--- config.mk ---
export PLATFORM = sky130hd
export DESIGN_NAME = rv_initiator_flat
export DESIGN_NICKNAME = d
export VERILOG_FILES = /design/src/rtl/rv_initiator_pkg.sv /design/src/rtl/rv_initiator_if.sv /design/src/rtl/rv_timeout_counter.sv /design/src/rtl/rv_initiator.sv /design/src/flat_wrapper.sv
export SDC_FILE = /design/constraint.sdc
export NUM_CORES = 1
export LEC_CHECK = 0
export BUFFER_PORTS_ARGS = -buffer_cell sky130_fd_sc_hd__buf_4
export CAP_MARGIN = 20
export CORE_UTILIZATION = 50
export DETAILED_ROUTE_END_ITERATION = 10
export GPL_TIMING_DRIVEN = 0
export PLACE_DENSITY = 0.85
export SLEW_MARGIN = 5
export SYNTH_ARGS = -nofsm -noshare
export SYNTH_HDL_FRONTEND = slang
export SYNTH_HIERARCHICAL = 1
export SYNTH_SLANG_ARGS = --single-unit
--- constraint.sdc ---
create_clock -name CLK_I -period 2.4 [get_ports CLK_I]
set_input_delay 0.48 -clock CLK_I [delete_from_list [all_inputs] [get_ports CLK_I]]
set_output_delay 0.48 -clock CLK_I [all_outputs]
set_load 0.005 [all_outputs]
--- src/rtl/rv_initiator_pkg.sv ---
// ---------------------------------------------------------------------------
// rv_initiator_pkg
//   Shared types and helpers for the ready-valid register-port initiator.
//   - state_t   : initiator FSM states
//   - cmd_t     : latched command (write flag + payload). The payload field is
//                 sized for the widest supported bus. Users cast it down to
//                 their own DATA_WIDTH.
//   - cnt_width : width of the bus-wait counter for a given TIMEOUT
// ---------------------------------------------------------------------------
package rv_initiator_pkg;

   typedef enum logic [1:0] {
      IDLE    = 2'd0,
      RD_WAIT = 2'd1,
      WR_WAIT = 2'd2,
      RESP    = 2'd3
   } state_t;

   // Widest DATA_WIDTH the command latch can carry.
   localparam int CMD_DATA_MAX_W = 64;

   typedef struct packed {
      logic                      write;
      logic [CMD_DATA_MAX_W-1:0] data;
   } cmd_t;

   // Counter must be able to hold TIMEOUT-1; never narrower than one bit so
   // that TIMEOUT=0 still yields a legal (constant-zero) register.
   function automatic int cnt_width(input int timeout);
      int w;
      w = $clog2(timeout + 1);
      return (w < 1) ? 1 : w;
   endfunction

endpackage

--- src/rtl/rv_initiator_if.sv ---
// ---------------------------------------------------------------------------
// rv_initiator_if
//   Bundles the command, response and device register-port channels of the
//   initiator.
//   master : initiator side (drives CMD_READY, RSP_*, READ_READY, WRITE_*)
//   slave  : environment side (controller plus device)
// ---------------------------------------------------------------------------
interface rv_initiator_if #(
   parameter int DATA_WIDTH = 8
);
   // Command channel
   logic                  CMD_VALID_I;
   logic                  CMD_READY_O;
   logic                  CMD_WRITE_I;
   logic [DATA_WIDTH-1:0] CMD_DATA_I;
   // Response channel
   logic                  RSP_VALID_O;
   logic                  RSP_READY_I;
   logic [DATA_WIDTH-1:0] RSP_DATA_O;
   logic                  RSP_ERROR_O;
   // Device read channel
   logic                  READ_READY_O;
   logic                  READ_VALID_I;
   logic [DATA_WIDTH-1:0] READ_DATA_I;
   // Device write channel
   logic                  WRITE_VALID_O;
   logic                  WRITE_READY_I;
   logic [DATA_WIDTH-1:0] WRITE_DATA_O;

   modport master (
      input  CMD_VALID_I, CMD_WRITE_I, CMD_DATA_I,
      output CMD_READY_O,
      output RSP_VALID_O, RSP_DATA_O, RSP_ERROR_O,
      input  RSP_READY_I,
      output READ_READY_O,
      input  READ_VALID_I, READ_DATA_I,
      output WRITE_VALID_O, WRITE_DATA_O,
      input  WRITE_READY_I
   );

   modport slave (
      output CMD_VALID_I, CMD_WRITE_I, CMD_DATA_I,
      input  CMD_READY_O,
      input  RSP_VALID_O, RSP_DATA_O, RSP_ERROR_O,
      output RSP_READY_I,
      input  READ_READY_O,
      output READ_VALID_I, READ_DATA_I,
      input  WRITE_VALID_O, WRITE_DATA_O,
      output WRITE_READY_I
   );

endinterface

--- src/rtl/rv_timeout_counter.sv ---
// ---------------------------------------------------------------------------
// rv_timeout_counter
//   Bus-wait counter for the initiator.
//   Ports:
//     clk     : clock, rising edge
//     rst     : synchronous active-high reset
//     clear   : restart counting from 0 (takes priority over enable)
//     enable  : count one more wait cycle
//     expired : count == TIMEOUT-1 with TIMEOUT > 0
//   The count saturates at TIMEOUT-1 and never wraps. TIMEOUT=0 pins it at 0
//   and keeps expired low forever.
// ---------------------------------------------------------------------------
module rv_timeout_counter
   import rv_initiator_pkg::*;
#(
   parameter int TIMEOUT = 255
) (
   input  logic clk,
   input  logic rst,
   input  logic clear,
   input  logic enable,
   output logic expired
);

   localparam int             CNT_W = cnt_width(TIMEOUT);
   localparam logic [CNT_W-1:0] LAST = (TIMEOUT > 0) ? CNT_W'(TIMEOUT - 1) : '0;

   logic [CNT_W-1:0] count_q;
   logic [CNT_W-1:0] count_d;

   assign expired = (TIMEOUT > 0) && (count_q == LAST);

   always_comb begin
      count_d = count_q;
      if (clear) begin
         count_d = '0;
      end else if (enable && !expired && (TIMEOUT > 0)) begin
         count_d = count_q + CNT_W'(1);
      end
   end

   always_ff @(posedge clk) begin
      if (rst) begin
         count_q <= '0;
      end else begin
         count_q <= count_d;
      end
   end

endmodule

--- src/rtl/rv_initiator.sv ---
// ---------------------------------------------------------------------------
// rv_initiator
//   Runs one read or write transfer against a device ready-valid register
//   port per accepted command, and returns exactly one response (read data
//   or a timeout error).
//   Parameters:
//     DATA_WIDTH : command / response / bus data width
//     TIMEOUT    : bus-wait cycles before abort; 0 disables the timeout
//   Ports:
//     CLK_I : clock, rising edge
//     RST_I : synchronous active-high reset; drops any in-flight command
//     bus   : rv_initiator_if.master (command, response, device channels)
//   All bus-side and response outputs decode from registers only.
//   CMD_READY_O is additionally gated by RST_I.
// ---------------------------------------------------------------------------
module rv_initiator
   import rv_initiator_pkg::*;
#(
   parameter int DATA_WIDTH = 8,
   parameter int TIMEOUT    = 255
) (
   input  logic          CLK_I,
   input  logic          RST_I,
   rv_initiator_if.master bus
);

   state_t                state_q, state_d;
   cmd_t                  cmd_q, cmd_d;
   logic [DATA_WIDTH-1:0] rsp_data_q, rsp_data_d;
   logic                  rsp_error_q, rsp_error_d;

   logic cnt_clear;
   logic cnt_enable;
   logic cnt_expired;
   logic bus_hs;

   rv_timeout_counter #(
      .TIMEOUT (TIMEOUT)
   ) u_timeout (
      .clk     (CLK_I),
      .rst     (RST_I),
      .clear   (cnt_clear),
      .enable  (cnt_enable),
      .expired (cnt_expired)
   );

   always_comb begin
      state_d     = state_q;
      cmd_d       = cmd_q;
      rsp_data_d  = rsp_data_q;
      rsp_error_d = rsp_error_q;
      cnt_clear   = 1'b0;
      cnt_enable  = 1'b0;
      // Handshake of whichever device channel the latched command uses.
      bus_hs      = cmd_q.write ? bus.WRITE_READY_I : bus.READ_VALID_I;

      unique case (state_q)
         IDLE: begin
            if (bus.CMD_VALID_I) begin
               cmd_d.write = bus.CMD_WRITE_I;
               cmd_d.data  = CMD_DATA_MAX_W'(bus.CMD_DATA_I);
               cnt_clear   = 1'b1;
               state_d     = bus.CMD_WRITE_I ? WR_WAIT : RD_WAIT;
            end
         end

         RD_WAIT, WR_WAIT: begin
            // Handshake wins over timeout in the same cycle.
            if (bus_hs) begin
               rsp_data_d  = cmd_q.write ? '0 : bus.READ_DATA_I;
               rsp_error_d = 1'b0;
               state_d     = RESP;
            end else if (cnt_expired) begin
               rsp_data_d  = '0;
               rsp_error_d = 1'b1;
               state_d     = RESP;
            end else begin
               cnt_enable  = 1'b1;
            end
         end

         RESP: begin
            if (bus.RSP_READY_I) begin
               state_d = IDLE;
            end
         end

         default: state_d = IDLE;
      endcase
   end

   always_ff @(posedge CLK_I) begin
      if (RST_I) begin
         state_q     <= IDLE;
         cmd_q       <= '0;
         rsp_data_q  <= '0;
         rsp_error_q <= 1'b0;
      end else begin
         state_q     <= state_d;
         cmd_q       <= cmd_d;
         rsp_data_q  <= rsp_data_d;
         rsp_error_q <= rsp_error_d;
      end
   end

   assign bus.CMD_READY_O   = (state_q == IDLE) && !RST_I;
   assign bus.READ_READY_O  = (state_q == RD_WAIT);
   assign bus.WRITE_VALID_O = (state_q == WR_WAIT);
   assign bus.WRITE_DATA_O  = DATA_WIDTH'(cmd_q.data);
   assign bus.RSP_VALID_O   = (state_q == RESP);
   assign bus.RSP_DATA_O    = rsp_data_q;
   assign bus.RSP_ERROR_O   = rsp_error_q;

endmodule

--- src/flat_wrapper.sv ---
// flat-port wrapper written by rule: the top's interface ports become plain ports
module rv_initiator_flat import rv_initiator_pkg::*;
#(
   parameter int DATA_WIDTH = 8,
   parameter int TIMEOUT    = 255
)
  (CLK_I, RST_I, bus_CMD_VALID_I, bus_CMD_WRITE_I, bus_CMD_DATA_I, bus_CMD_READY_O, bus_RSP_VALID_O, bus_RSP_DATA_O, bus_RSP_ERROR_O, bus_RSP_READY_I, bus_READ_READY_O, bus_READ_VALID_I, bus_READ_DATA_I, bus_WRITE_VALID_O, bus_WRITE_DATA_O, bus_WRITE_READY_I);
  rv_initiator_if #(.DATA_WIDTH(DATA_WIDTH)) bus_i ();
  input  logic CLK_I;
  input  logic RST_I;
  input wire logic [$bits(bus_i.CMD_VALID_I)-1:0] bus_CMD_VALID_I;
  input wire logic [$bits(bus_i.CMD_WRITE_I)-1:0] bus_CMD_WRITE_I;
  input wire logic [$bits(bus_i.CMD_DATA_I)-1:0] bus_CMD_DATA_I;
  output wire logic [$bits(bus_i.CMD_READY_O)-1:0] bus_CMD_READY_O;
  output wire logic [$bits(bus_i.RSP_VALID_O)-1:0] bus_RSP_VALID_O;
  output wire logic [$bits(bus_i.RSP_DATA_O)-1:0] bus_RSP_DATA_O;
  output wire logic [$bits(bus_i.RSP_ERROR_O)-1:0] bus_RSP_ERROR_O;
  input wire logic [$bits(bus_i.RSP_READY_I)-1:0] bus_RSP_READY_I;
  output wire logic [$bits(bus_i.READ_READY_O)-1:0] bus_READ_READY_O;
  input wire logic [$bits(bus_i.READ_VALID_I)-1:0] bus_READ_VALID_I;
  input wire logic [$bits(bus_i.READ_DATA_I)-1:0] bus_READ_DATA_I;
  output wire logic [$bits(bus_i.WRITE_VALID_O)-1:0] bus_WRITE_VALID_O;
  output wire logic [$bits(bus_i.WRITE_DATA_O)-1:0] bus_WRITE_DATA_O;
  input wire logic [$bits(bus_i.WRITE_READY_I)-1:0] bus_WRITE_READY_I;
  assign bus_i.CMD_VALID_I = bus_CMD_VALID_I;
  assign bus_i.CMD_WRITE_I = bus_CMD_WRITE_I;
  assign bus_i.CMD_DATA_I = bus_CMD_DATA_I;
  assign bus_CMD_READY_O = bus_i.CMD_READY_O;
  assign bus_RSP_VALID_O = bus_i.RSP_VALID_O;
  assign bus_RSP_DATA_O = bus_i.RSP_DATA_O;
  assign bus_RSP_ERROR_O = bus_i.RSP_ERROR_O;
  assign bus_i.RSP_READY_I = bus_RSP_READY_I;
  assign bus_READ_READY_O = bus_i.READ_READY_O;
  assign bus_i.READ_VALID_I = bus_READ_VALID_I;
  assign bus_i.READ_DATA_I = bus_READ_DATA_I;
  assign bus_WRITE_VALID_O = bus_i.WRITE_VALID_O;
  assign bus_WRITE_DATA_O = bus_i.WRITE_DATA_O;
  assign bus_i.WRITE_READY_I = bus_WRITE_READY_I;
  rv_initiator #(.DATA_WIDTH(DATA_WIDTH), .TIMEOUT(TIMEOUT)) u_core (.CLK_I(CLK_I), .RST_I(RST_I), .bus(bus_i));
endmodule
# Word level (Yosys, flattened, before mapping)

Index checks and enable logic that the tools add are counted.
W data, S select, Z words.

Add/subtract/negate cells: 1
Equal/unequal tests: 7
Multiplexer cells: 17
Reduce and logical (&&, ||, !) cells: 11

Operators by type and width:

| kind                  | count |
|---|---|
| $mux W8               | 3 |
| $mux W2               | 5 |
| $add A8 B1 Y8 const B | 1 |
| $eq A8 B8 Y1 const B  | 1 |
| $mux W1               | 8 |
| $pmux W2 S3           | 1 |
| $eq A2 B2 Y1 const B  | 2 |
| $reduce_and A2 Y1     | 2 |
| $reduce_or A2 Y1      | 2 |
| $ne A3 B2 Y1 const B  | 1 |
| $reduce_and A3 Y1     | 1 |
| $eq A2 B1 Y1 const B  | 1 |
| $logic_and A1 B1 Y1   | 2 |
| $logic_not A1 Y1      | 2 |
| $logic_not A2 Y1      | 1 |
| $ne A2 B1 Y1 const B  | 1 |
| $ne A2 B2 Y1 const B  | 1 |
| $reduce_bool A2 Y1    | 1 |

Register bits: 28
Input bits: 23
Output and inout bits: 21

# Longest topological paths before layout

Gate-level depths: netlist (run 1).

Word-level depth: 5
Mapped depth: 8

# By module

Netlist (run 1), hierarchy kept.

Modules (own cells, without submodules):

| module             | instances | cells each | area an instance (um^2) | sequential area each (um^2) |
|---|---|---|---|---|
| rv_initiator       | 1         | 108        | 943.4                   | 400.4 |
| rv_timeout_counter | 1         | 50         | 431.7                   | 160.2 |

# Worst setup path before layout (run 1)

No wires, ideal clock.

Kind: register -> register
Start point: register u_core.state_q[0]
End point: register u_core.u_timeout.count_q[7]
Library setup time: 129 ps
Arrival time: 2008 ps
Path slack: 263 ps
Stages on the path, launching flop included: 8
Path buffers: 0
Path through: dfxtp_1 -> inv_1 -> ha_1 -> inv_1 -> nor3_1 -> nand3_1 -> nor4b_1 -> a211oi_1

Cells in the longest elaborated chain, start to end: 4
Elaborated cells on any way between the ends: 8
Those cells by class: eq/ne: 2; mux: 2; reduce/logical: 4

RTL lines:

| item                                                | RTL line                 | text |
|---|---|---|
| start, declared                                     | rv_initiator.sv:27       | `state_t state_q, state_d;` |
| start signal, assigned                              | rv_initiator.sv:99       | `state_q <= state_d;` |
| $eq A2 B1 Y1 / $eq A2 B2 Y1 (equally long branches) | rv_initiator.sv:57       | `unique case (state_q)` |
| $reduce_or A2 Y1 (*)                                | rv_initiator.sv:57       |  |
| $mux W1 (*)                                         | rv_initiator.sv:57       |  |
| net u_core.cnt_enable                               | rv_initiator.sv:33       | `logic cnt_enable;` |
| $logic_and A1 B1 Y1 (*)                             | rv_timeout_counter.sv:37 | `end else if (enable && !expired && (TIMEOUT > 0)) begin` |
| end signal, assigned                                | rv_timeout_counter.sv:46 | `count_q <= count_d;` |
| end, declared                                       | rv_timeout_counter.sv:28 | `logic [CNT_W-1:0] count_q;` |

Mark *: on every way through the listed nets, which the timed path passes. The rest lies on a longest branch.
A chain may end at the register's enable or synchronous reset.

# Worst setup path after layout (run 1)

Start point: register u_core.state_q[0]
End point: register u_core.u_timeout.count_q[5]

Elaborated cells on any way between the ends: 8
Those cells by class: eq/ne: 2; mux: 2; reduce/logical: 4

RTL lines:

| item                       | RTL line           | text |
|---|---|---|
| $logic_not A2 Y1           | rv_initiator.sv:57 |  |
| $mux W1                    | rv_initiator.sv:57 |  |
| net u_core.cnt_clear       | rv_initiator.sv:32 | `logic cnt_clear;` |
| $reduce_or A2 Y1 (no line) | --                 |  |

The timed path passes the listed nets, and every way through them passes these cells.

==> flow_summary.toml, run 1 <==
[finish]
drive_above_1_share_pct = 29.76
post-route-util_pct = 70.85
regArea_um2 = 560.5
antennaDiodeCount = 0
multi_input_area_um2 = 732.0
synthToLayoutAreaGrowth_pct = 31.12
fin_nets = 236
finish.cell_count_without_fillers = 235
fillCellCount = 190

[sta]
final-setup-viol-count = 0
min_period_ns = 2.212
whs_ns = 0.3785
fin_crit_sh_pct = 92.17
hold_viol = 0
worstMarginPinSlew_ns = 0.5319
fin_ws_ns = 0.1878
slew_headroom_pct = 64.41
rsz0062_at_grt = "false"
drv_slew = 0
clock-skew-final_ns = 0.006453
fmaxAchievable_mhz = 452.0

[yosys]
synth.yosys.seq_area_share_pct = 40.76
yosys_warnings = 6
ys.flop_type = "dfxtp_1"
synth_fp_nets = 188
syn_avg_cell_area_um2 = 8.703
synth_area_leaders = "dfxtp_1 (41%), nand2_1 (11%), mux2i_1 (8.0%), ha_1 (6.4%), a21oi_1 (5.1%)"
netlist_area_mm2 = 0.001375
yosys.area.top_type = "dfxtp_1"
async_flop_share_pct = 0
yosysUniqueCellTypes = 32
netlist.area_leader.share_pct = 40.76
syn_inst = 158
yosys_register_bits = 28
synth_edf_count = 0

[clocking]
cts_max_level = 1
cts_inserted_buffers = 3
cts.path.max_buffers = 2
cts-root-buf = "clkbuf_4"
cts-hold-fix-buffers = 0
cts_tree = "yes"
clk_latency_ns = 0.33
clk_pin_slew_ns = 0.15
post-cts-setup-buffers = 0
clock_sinks = 28

[critical_path]
critPathLaunch = "u_core/state_q[0]"
worstPathArrival_ns = 2.45
critPathMaxFanout = 13
cp-end-kind = "register"
cp.required_ns = 2.64
critPathKind = "reg2reg"
start_kind = "register"
rr_startpoint = "u_core/state_q[0]"

[floorplan]
rows = 18
fp.dieW_um = 54.44
core_mm2 = 0.002545
ios = 44
initial_core_util_pct = 54.03
die_area_mm2 = 0.002964
die_h_um = 54.44

[global_route]
grt_pass1_wl_um = 4816
grtUsageMet2_pct = 39.43
grt_usage_pct = 22.45
busiest_layer = "met2"
antenna_found_initial = 0
overflow = 0
grt_max_degree = 17
grt_pass1_vias = 1191
grt_use_met1_pct = 25.71
met3_usage_pct = 4.444

[power_and_ir_drop]
p_switching_uw = 481.8
seq_power_share_pct = 39.8
p_clk_share_pct = 21.4
ir_drop_uv = 653.8
power_frac_comb_pct = 38.9
p_per_area_mw_per_mm2 = 807.8
power.internal_uw = 974.7
power_leakage_uw = 0.0008211
swShare_pct = 33.08

[routing]
final_antenna_net_count = 0
dr.pass1.iters = 4
viasPerCell = 5.587
wl_per_cell_um = 13.40
drt-total-wl_um = 3148
drc = 0
drtIter0Drc = 23
vias = 1313

[place]
post-place-ws_ns = -0.2629
gp_congestion = 0.7604
hpwl_um = 2382
placed_cells = 231
io_buffers = 43

[min_path]
hp-class = "in2reg"
holdCritStartpoint = "bus_CMD_DATA_I[6]"

[job]
maxCapViolCount = 0

[run_status]
status = "complete, no violations"
logic make-up (layout without fill, tap and decap cells):
logic type      count (synthesis)  after routing  synth area share [%]
fa+ha+maj                       7              7                 6.369
compound gates                 31             31                 15.83
simple gates                   63             63                 21.11
flops                          28             28                 40.76
mux                            12             12                 9.099
buf+inv                        17             64                 6.824
repair_timing:
| action | 4_1_cts | 5_1_grt |
|---|---|---|
| cloned | 0 | 0 |
| gates resized for setup | 1 | 2 |
| setup endpoints to repair | 8 | 2 |
cells in the final DEF (no fill, tap or decap), drive strengths merged:
cell      count
o21ai         2
clkinvlp      1
mux2          1
nand3         3
nor3          1
dfxtp        28
o2111ai       1
nor3b         1
nor2b         1
nor2          2
or2           1
and3          2
bufinv        1
o41ai         1
nand2        42
clkbuf        4
inv           6
o311ai        1
nand4         3
a211oi        6
a31oi         2
and4          1
o311a         1
nor4b         1
nand2b        3
clkinv        1
ha            7
o211a         1
buf          51
or3           2
o221a         2
a21oi        14
mux2i        11
flip-flops by register name, indices dropped and copies added (netlist names):
signal,flops
u_core/bus.RSP_DATA_O,8
u_core/bus.RSP_ERROR_O,1
u_core/bus.WRITE_DATA_O,8
u_core/cmd_q,1
u_core/state_q,2
u_core/u_timeout/count_q,8
per-stage QoR:
step	instance area [um^2]	TNS, ns	power [uW]
finish	1803	0	1457
global route	1803	0	1540
floorplan	1375	0	935.9
global placement	1735	-0.1868	1100
CTS	1793	0	1449
detailed placement	1735	-0.7724	1131
per-layer routing:
| metal | wire, um | share of wire [%] |
|---|---|---|
| met5 | 0 | 0 |
| met4 | 55 | 1.7 |
| met3 | 115 | 3.7 |
| met2 | 1607 | 51 |
| met1 | 1369 | 43 |
power groups by stage:
stage | Clock (uW) | Sequential (uW) | Combinational, uW
floorplan | 0 | 580 | 356
global placement | 0 | 583 | 517
detailed placement | 0 | 589 | 543
CTS | 317 | 579 | 553
global route | 334 | 589 | 616
finish | 311 | 579 | 566
critical path, cell delays in order (launching register included):
cell,delay [ns]
dfxtp_1,0.42
inv_1,0.10
ha_1,0.23
nand2_1,0.31
clkinvlp_4,0.33
or2_2,0.42
o41ai_1,0.30
layout make-up:
class,instances,share of cell area (%)
multi-input cells,113,40.60
flip-flops and latches,28,31.09
repair buffers,43,17.90
plain buffers,9,3.539
well taps,30,2.082
inverters,8,1.874
clock inverters,1,1.666
clock buffers,3,1.249
worst paths after layout:
check / slack, ns / to / cells after the start
hold reg to reg: 0.47 / u_core/bus.WRITE_DATA_O[2] / 2
hold / removal: 0.38 / u_core/bus.WRITE_DATA_O[6] / 3
setup / recovery: 0.19 / u_core/u_timeout/count_q[5] / 6
setup reg to reg: 0.19 / u_core/u_timeout/count_q[5] / 6
synthesized netlist by cell type (all sizes together), types with 2 or more instances:
cell type / n
nand2: 42
dfxtp: 28
a21oi: 14
mux2i: 11
buf: 8
ha: 7
a211oi: 6
inv: 6
nand2b: 3
nand3: 3
nand4: 3
a31oi: 2
and3: 2
clkinv: 2
nor2: 2
o21ai: 2
o221a: 2
or3: 2
No activity file was read; power rests on OpenSTA's default activity.
==> run 2, diff against run 1 <==
--- a/config.mk
+++ b/config.mk
@@ -11,6 +11,7 @@
 export DETAILED_ROUTE_END_ITERATION = 10
 export GPL_TIMING_DRIVEN = 0
 export PLACE_DENSITY = 0.85
+export RECOVER_POWER = 50
 export SLEW_MARGIN = 5
 export SYNTH_ARGS = -nofsm -noshare
 export SYNTH_HDL_FRONTEND = slang
==> flow_summary.toml, run 2 (synthesis results as in run 1) <==
[finish]
drive_above_1_share_pct = 28.78
antennaDiodeCount = 0
layout_common_cells = "nand2_1 (42), buf_4 (31), dfxtp_1 (28), clkbuf_4 (22), a21oi_1 (14)"
synthToLayoutAreaGrowth_pct = 30.03
post-route-util_pct = 70.26
final_common_cell = "nand2_1"
fin_nets = 236

[routing]
drc = 0
vias = 1324
drt-total-wl_um = 3130
final_antenna_net_count = 0
viasPerCell = 5.634
drtIter0Drc = 21
wl_per_cell_um = 13.32
dr.pass1.iters = 4

[critical_path]
critPathKind = "reg2reg"
cp.required_ns = 2.64
max_stage_delay_ns = 0.42
cp-end-kind = "register"
start_kind = "register"
cp_cell_sequence = "inv_1 -> ha_1 -> nand2_1 -> clkinvlp_4 -> or2_2 -> o41ai_1"
worstPathArrival_ns = 2.44
critPathMaxFanout = 13
cp_slowest_cell = "dfxtp_1"

[floorplan]
fp.dieW_um = 54.44
die_h_um = 54.44
rows = 18
die_area_mm2 = 0.002964
core_mm2 = 0.002545
ios = 44
initial_core_util_pct = 54.03

[sta]
final.setup.tns_ns = 0
fin_crit_sh_pct = 91.79
whs_ns = 0.3807
slew_headroom_pct = 40.05
min_period_ns = 2.203
rsz0062_at_grt = "false"
final-setup-viol-count = 0
drv_slew = 0
clock-skew-final_ns = 0.004631
worstMarginPinSlew_ns = 0.8932
fin_ws_ns = 0.1971
fmaxAchievable_mhz = 453.9
hold_viol = 0

[global_route]
antenna_found_initial = 0
grt_pass1_vias = 1191
grt_usage_pct = 22.45
grt_pass1_wl_um = 4816
overflow = 0
grt_max_degree = 17

[power_and_ir_drop]
power_uw = 1435
p_per_area_mw_per_mm2 = 802.4
power_leakage_uw = 0.0008053
ir_drop_uv = 649.0

[clocking]
cts-root-buf = "clkbuf_4"
cts_inserted_buffers = 3
cts_tree = "yes"
clk_latency_ns = 0.33
clock_sinks = 28
cts_max_level = 1
cts.path.max_buffers = 2
clk_pin_slew_ns = 0.15

[job]
maxCapViolCount = 0

[min_path]
hp-class = "in2reg"

[place]
gp_congestion = 0.7604
hpwl_um = 2382
post-place-ws_ns = -0.2629
io_buffers = 43

[run_status]
status = "complete, no violations"
==> run 2: cell count changes in the layout (fill, tap and decap cells not counted) <==
cell and delta:
buf_4 -20, o21ai_1 +1, o21ai_4 -1, clkbuf_1 +1
clkbuf_4 +19
==> run 2: through the flow <==
step           cells  instance area (um^2)
3_5_place_dp     231                  1735
5_1_grt          235                  1788
4_1_cts          235                  1793
3_3_place_gp     231                  1735
6_report         235                  1788
2_1_floorplan    158                  1375
==> run 2: worst paths after layout <==
| path | start | to | slack (ns) | cells after the start |
|---|---|---|---|---|
| max | u_core/state_q[0] | u_core/u_timeout/count_q[5] | 0.20 | 6 |
| min | bus_CMD_DATA_I[6] | u_core/bus.WRITE_DATA_O[6] | 0.38 | 3 |
| max reg2reg | u_core/state_q[0] | u_core/u_timeout/count_q[5] | 0.20 | 6 |
| min reg2reg | u_core/bus.WRITE_DATA_O[2] | u_core/bus.WRITE_DATA_O[2] | 0.47 | 2 |
==> run 2: worst max-delay path, delay by kind of cell (launching register included) <==
kind	cells	cell delay [ns]
simple gates	2	0.73
buf+inv	2	0.43
flops	1	0.42
fa+ha+maj	1	0.23
compound gates	1	0.30
==> run 2: layer usage <==
layer,vias up,routed length (um),GRT usage (%),part of all wire [%]
met1,631,1316,25.71,42
met5,-,0,0,0
li1,644,-,-,-
met3,7,144,4.444,4.6
met2,42,1614,39.43,52
met4,0,54,10.68,1.7
==> run 2: report_power, final <==
part	total (uW)	switching (uW)	internal, uW	leakage [uW]
registers	579	48.7	530	0.000228
logic	546	280	266	0.000550
clock network	310	141	169	0.0000279
total	1430	470	965	0.000805
==> run 2: timing repair <==
action                                 4_1_cts  5_1_grt
setup endpoints to repair                    8        2
gates resized for setup                      1        2
endpoints found under the hold margin        0        0
hold buffers                                 0        0
setup buffers                                0        0
==> run 2: area by class of cell <==
cell class	count	area [um^2]
Multi-Input combinational cell	113	720.7
Clock inverter	1	30.03
Tap cell	30	37.54
Buffer	9	63.81
Fill cell	194	757.0
Timing Repair Buffer	43	319.1
Sequential cell	28	560.5
Clock buffer	3	22.52
Inverter	8	33.78
==> run 3, diff against run 2 <==
--- a/config.mk
+++ b/config.mk
@@ -6,11 +6,12 @@
 export NUM_CORES = 1
 export LEC_CHECK = 0
 export BUFFER_PORTS_ARGS = -buffer_cell sky130_fd_sc_hd__buf_4
-export CAP_MARGIN = 20
-export CORE_UTILIZATION = 50
+export CAP_MARGIN = 10
+export CORE_UTILIZATION = 45
+export CTS_CLUSTER_DIAMETER = 200
 export DETAILED_ROUTE_END_ITERATION = 10
 export GPL_TIMING_DRIVEN = 0
-export PLACE_DENSITY = 0.85
+export PLACE_DENSITY = 0.81
 export RECOVER_POWER = 50
 export SLEW_MARGIN = 5
 export SYNTH_ARGS = -nofsm -noshare
==> constraint.sdc (replaced) <==
create_clock -name CLK_I -period 2 [get_ports CLK_I]
set_input_delay 0.4 -clock CLK_I [delete_from_list [all_inputs] [get_ports CLK_I]]
set_output_delay 0.4 -clock CLK_I [all_outputs]
set_load 0.005 [all_outputs]
==> flow_summary.toml, run 3 (synthesis results as in run 1) <==
[global_route]
met3_usage_pct = 2.948
grt_pass1_vias = 1197
busiest_layer = "met2"
overflow = 0
grt_usage_pct = 18.87
grt_pass1_wl_um = 4940
grt_max_degree = 17
grt_use_met1_pct = 22.51
antenna_found_initial = 0
grtUsageMet2_pct = 34.29

[clocking]
clk_pin_slew_ns = 0.15
cts.path.max_buffers = 2
clk_latency_ns = 0.32
clock_sinks = 28
cts-root-buf = "clkbuf_4"
cts_inserted_buffers = 3
cts_tree = "yes"
cts_max_level = 1

[routing]
drc = 0
wl_per_cell_um = 12.56
viasPerCell = 5.297
drtIter0Drc = 58
dr.pass1.iters = 4
vias = 1266
drt-total-wl_um = 3002
final_antenna_net_count = 0

[power_and_ir_drop]
power_leakage_uw = 0.0008336
p_per_area_mw_per_mm2 = 961.6
ir_drop_uv = 662.8

[floorplan]
initial_core_util_pct = 48.61
core_mm2 = 0.002829
rows = 19
fp.dieW_um = 57.28
die_h_um = 57.28
ios = 44
die_area_mm2 = 0.003281

[sta]
final-setup-viol-count = 0
worstMarginPinSlew_ns = 0.4891
fin_ws_ns = 0.1441
clock-skew-final_ns = 0.009390
min_period_ns = 1.856
fmaxAchievable_mhz = 538.8
slew_headroom_pct = 67.25
final.setup.tns_ns = 0
drv_slew = 0
fin_crit_sh_pct = 92.80
whs_ns = 0.3128
hold_viol = 0

[critical_path]
critPathKind = "reg2reg"
start_kind = "register"
cp-end-kind = "register"
rrSetupSlack_ns = 0.14
critPathMaxFanout = 5
rr_worst_depth = 9
cp.required_ns = 2.26
worstPathArrival_ns = 2.11

[job]
maxCapViolCount = 0

[place]
hpwl_um = 2321
post-place-ws_ns = -0.2758
gp_congestion = 0.7481
io_buffers = 43
placed_cells = 232
placed_area_mm2 = 0.001742

[finish]
final_common_cell = "nand2_1"
fin_nets = 239
drive_above_1_share_pct = 33.65
finalInstanceArea_mm2 = 0.001841
layout_common_cells = "nand2_1 (41), buf_4 (37), dfxtp_1 (26), clkbuf_4 (20), a21oi_1 (14)"
antennaDiodeCount = 0
finish.cell_count_without_fillers = 239
fillCellCount = 223
synthToLayoutAreaGrowth_pct = 33.85

[min_path]
holdPathStages = 3
hp-class = "in2reg"

[run_status]
status = "complete, no violations"
==> run 3: worst paths after layout <==
path,end,startpoint
worst min-delay path,u_core/bus.RSP_DATA_O[4],bus_READ_DATA_I[4]
worst max-delay path,u_core/u_timeout/count_q[4],u_core/u_timeout/count_q[0]
worst min register to register,u_core/bus.WRITE_DATA_O[6],u_core/bus.WRITE_DATA_O[6]
worst max register to register,u_core/u_timeout/count_q[4],u_core/u_timeout/count_q[0]
==> run 3: report_power, final <==
group	total, uW	internal (uW)	leakage (uW)	switching [uW]
registers	696	639	0.000228	56.4
logic	713	360	0.000577	353
clock network	361	202	0.0000279	159
==> run 3: stage by stage <==
| stage | utilization [%] | power (uW) |
|---|---|---|
| 6_report | 65.06 | 1770 |
| 4_1_cts | 64.31 | 1756 |
| 5_1_grt | 65.06 | 1887 |
| 3_3_place_gp | 61.57 | 1326 |
| 2_1_floorplan | - | 1129 |
| 3_5_place_dp | 61.57 | 1362 |
==> run 3: cell type report <==
cell class | instances | area, um^2 | share of cell area (%)
multi-input cells | 113 | 745.7 | 40.52
flip-flops and latches | 28 | 563.0 | 30.59
repair buffers | 46 | 345.3 | 18.76
plain buffers | 9 | 63.81 | 3.467
well taps | 31 | 38.79 | 2.107
inverters | 8 | 31.28 | 1.700
clock inverters | 1 | 30.03 | 1.632
clock buffers | 3 | 22.52 | 1.224
==> run 3: critical path, stage by stage, from the launching register on <==
cell and delay, ns:
dfxtp_1 0.42, inv_1 0.08, ha_1 0.24, nand3_1 0.16
nor2_2 0.11, nor3_4 0.17, buf_4 0.17, nand4_1 0.09
a21oi_1 0.16, mux2i_1 0.18
==> run 3: timing repair <==
| item | CTS | global route |
|---|---|---|
| gates cloned | 0 | 0 |
| setup endpoints to repair | 8 | 7 |
| resized for setup | 3 | 5 |
| setup buffers | 2 | 1 |
| hold buffers | 0 | 0 |
| pin swaps | 1 | 1 |
==> run 3: routing by layer <==
layer	vias to the layer above	part of all wire (%)	wire [um]
met5	-	0	0
met4	0	1.1	34
met3	6	3.9	117
met2	39	52	1556
met1	575	43	1293
li1	646	-	-
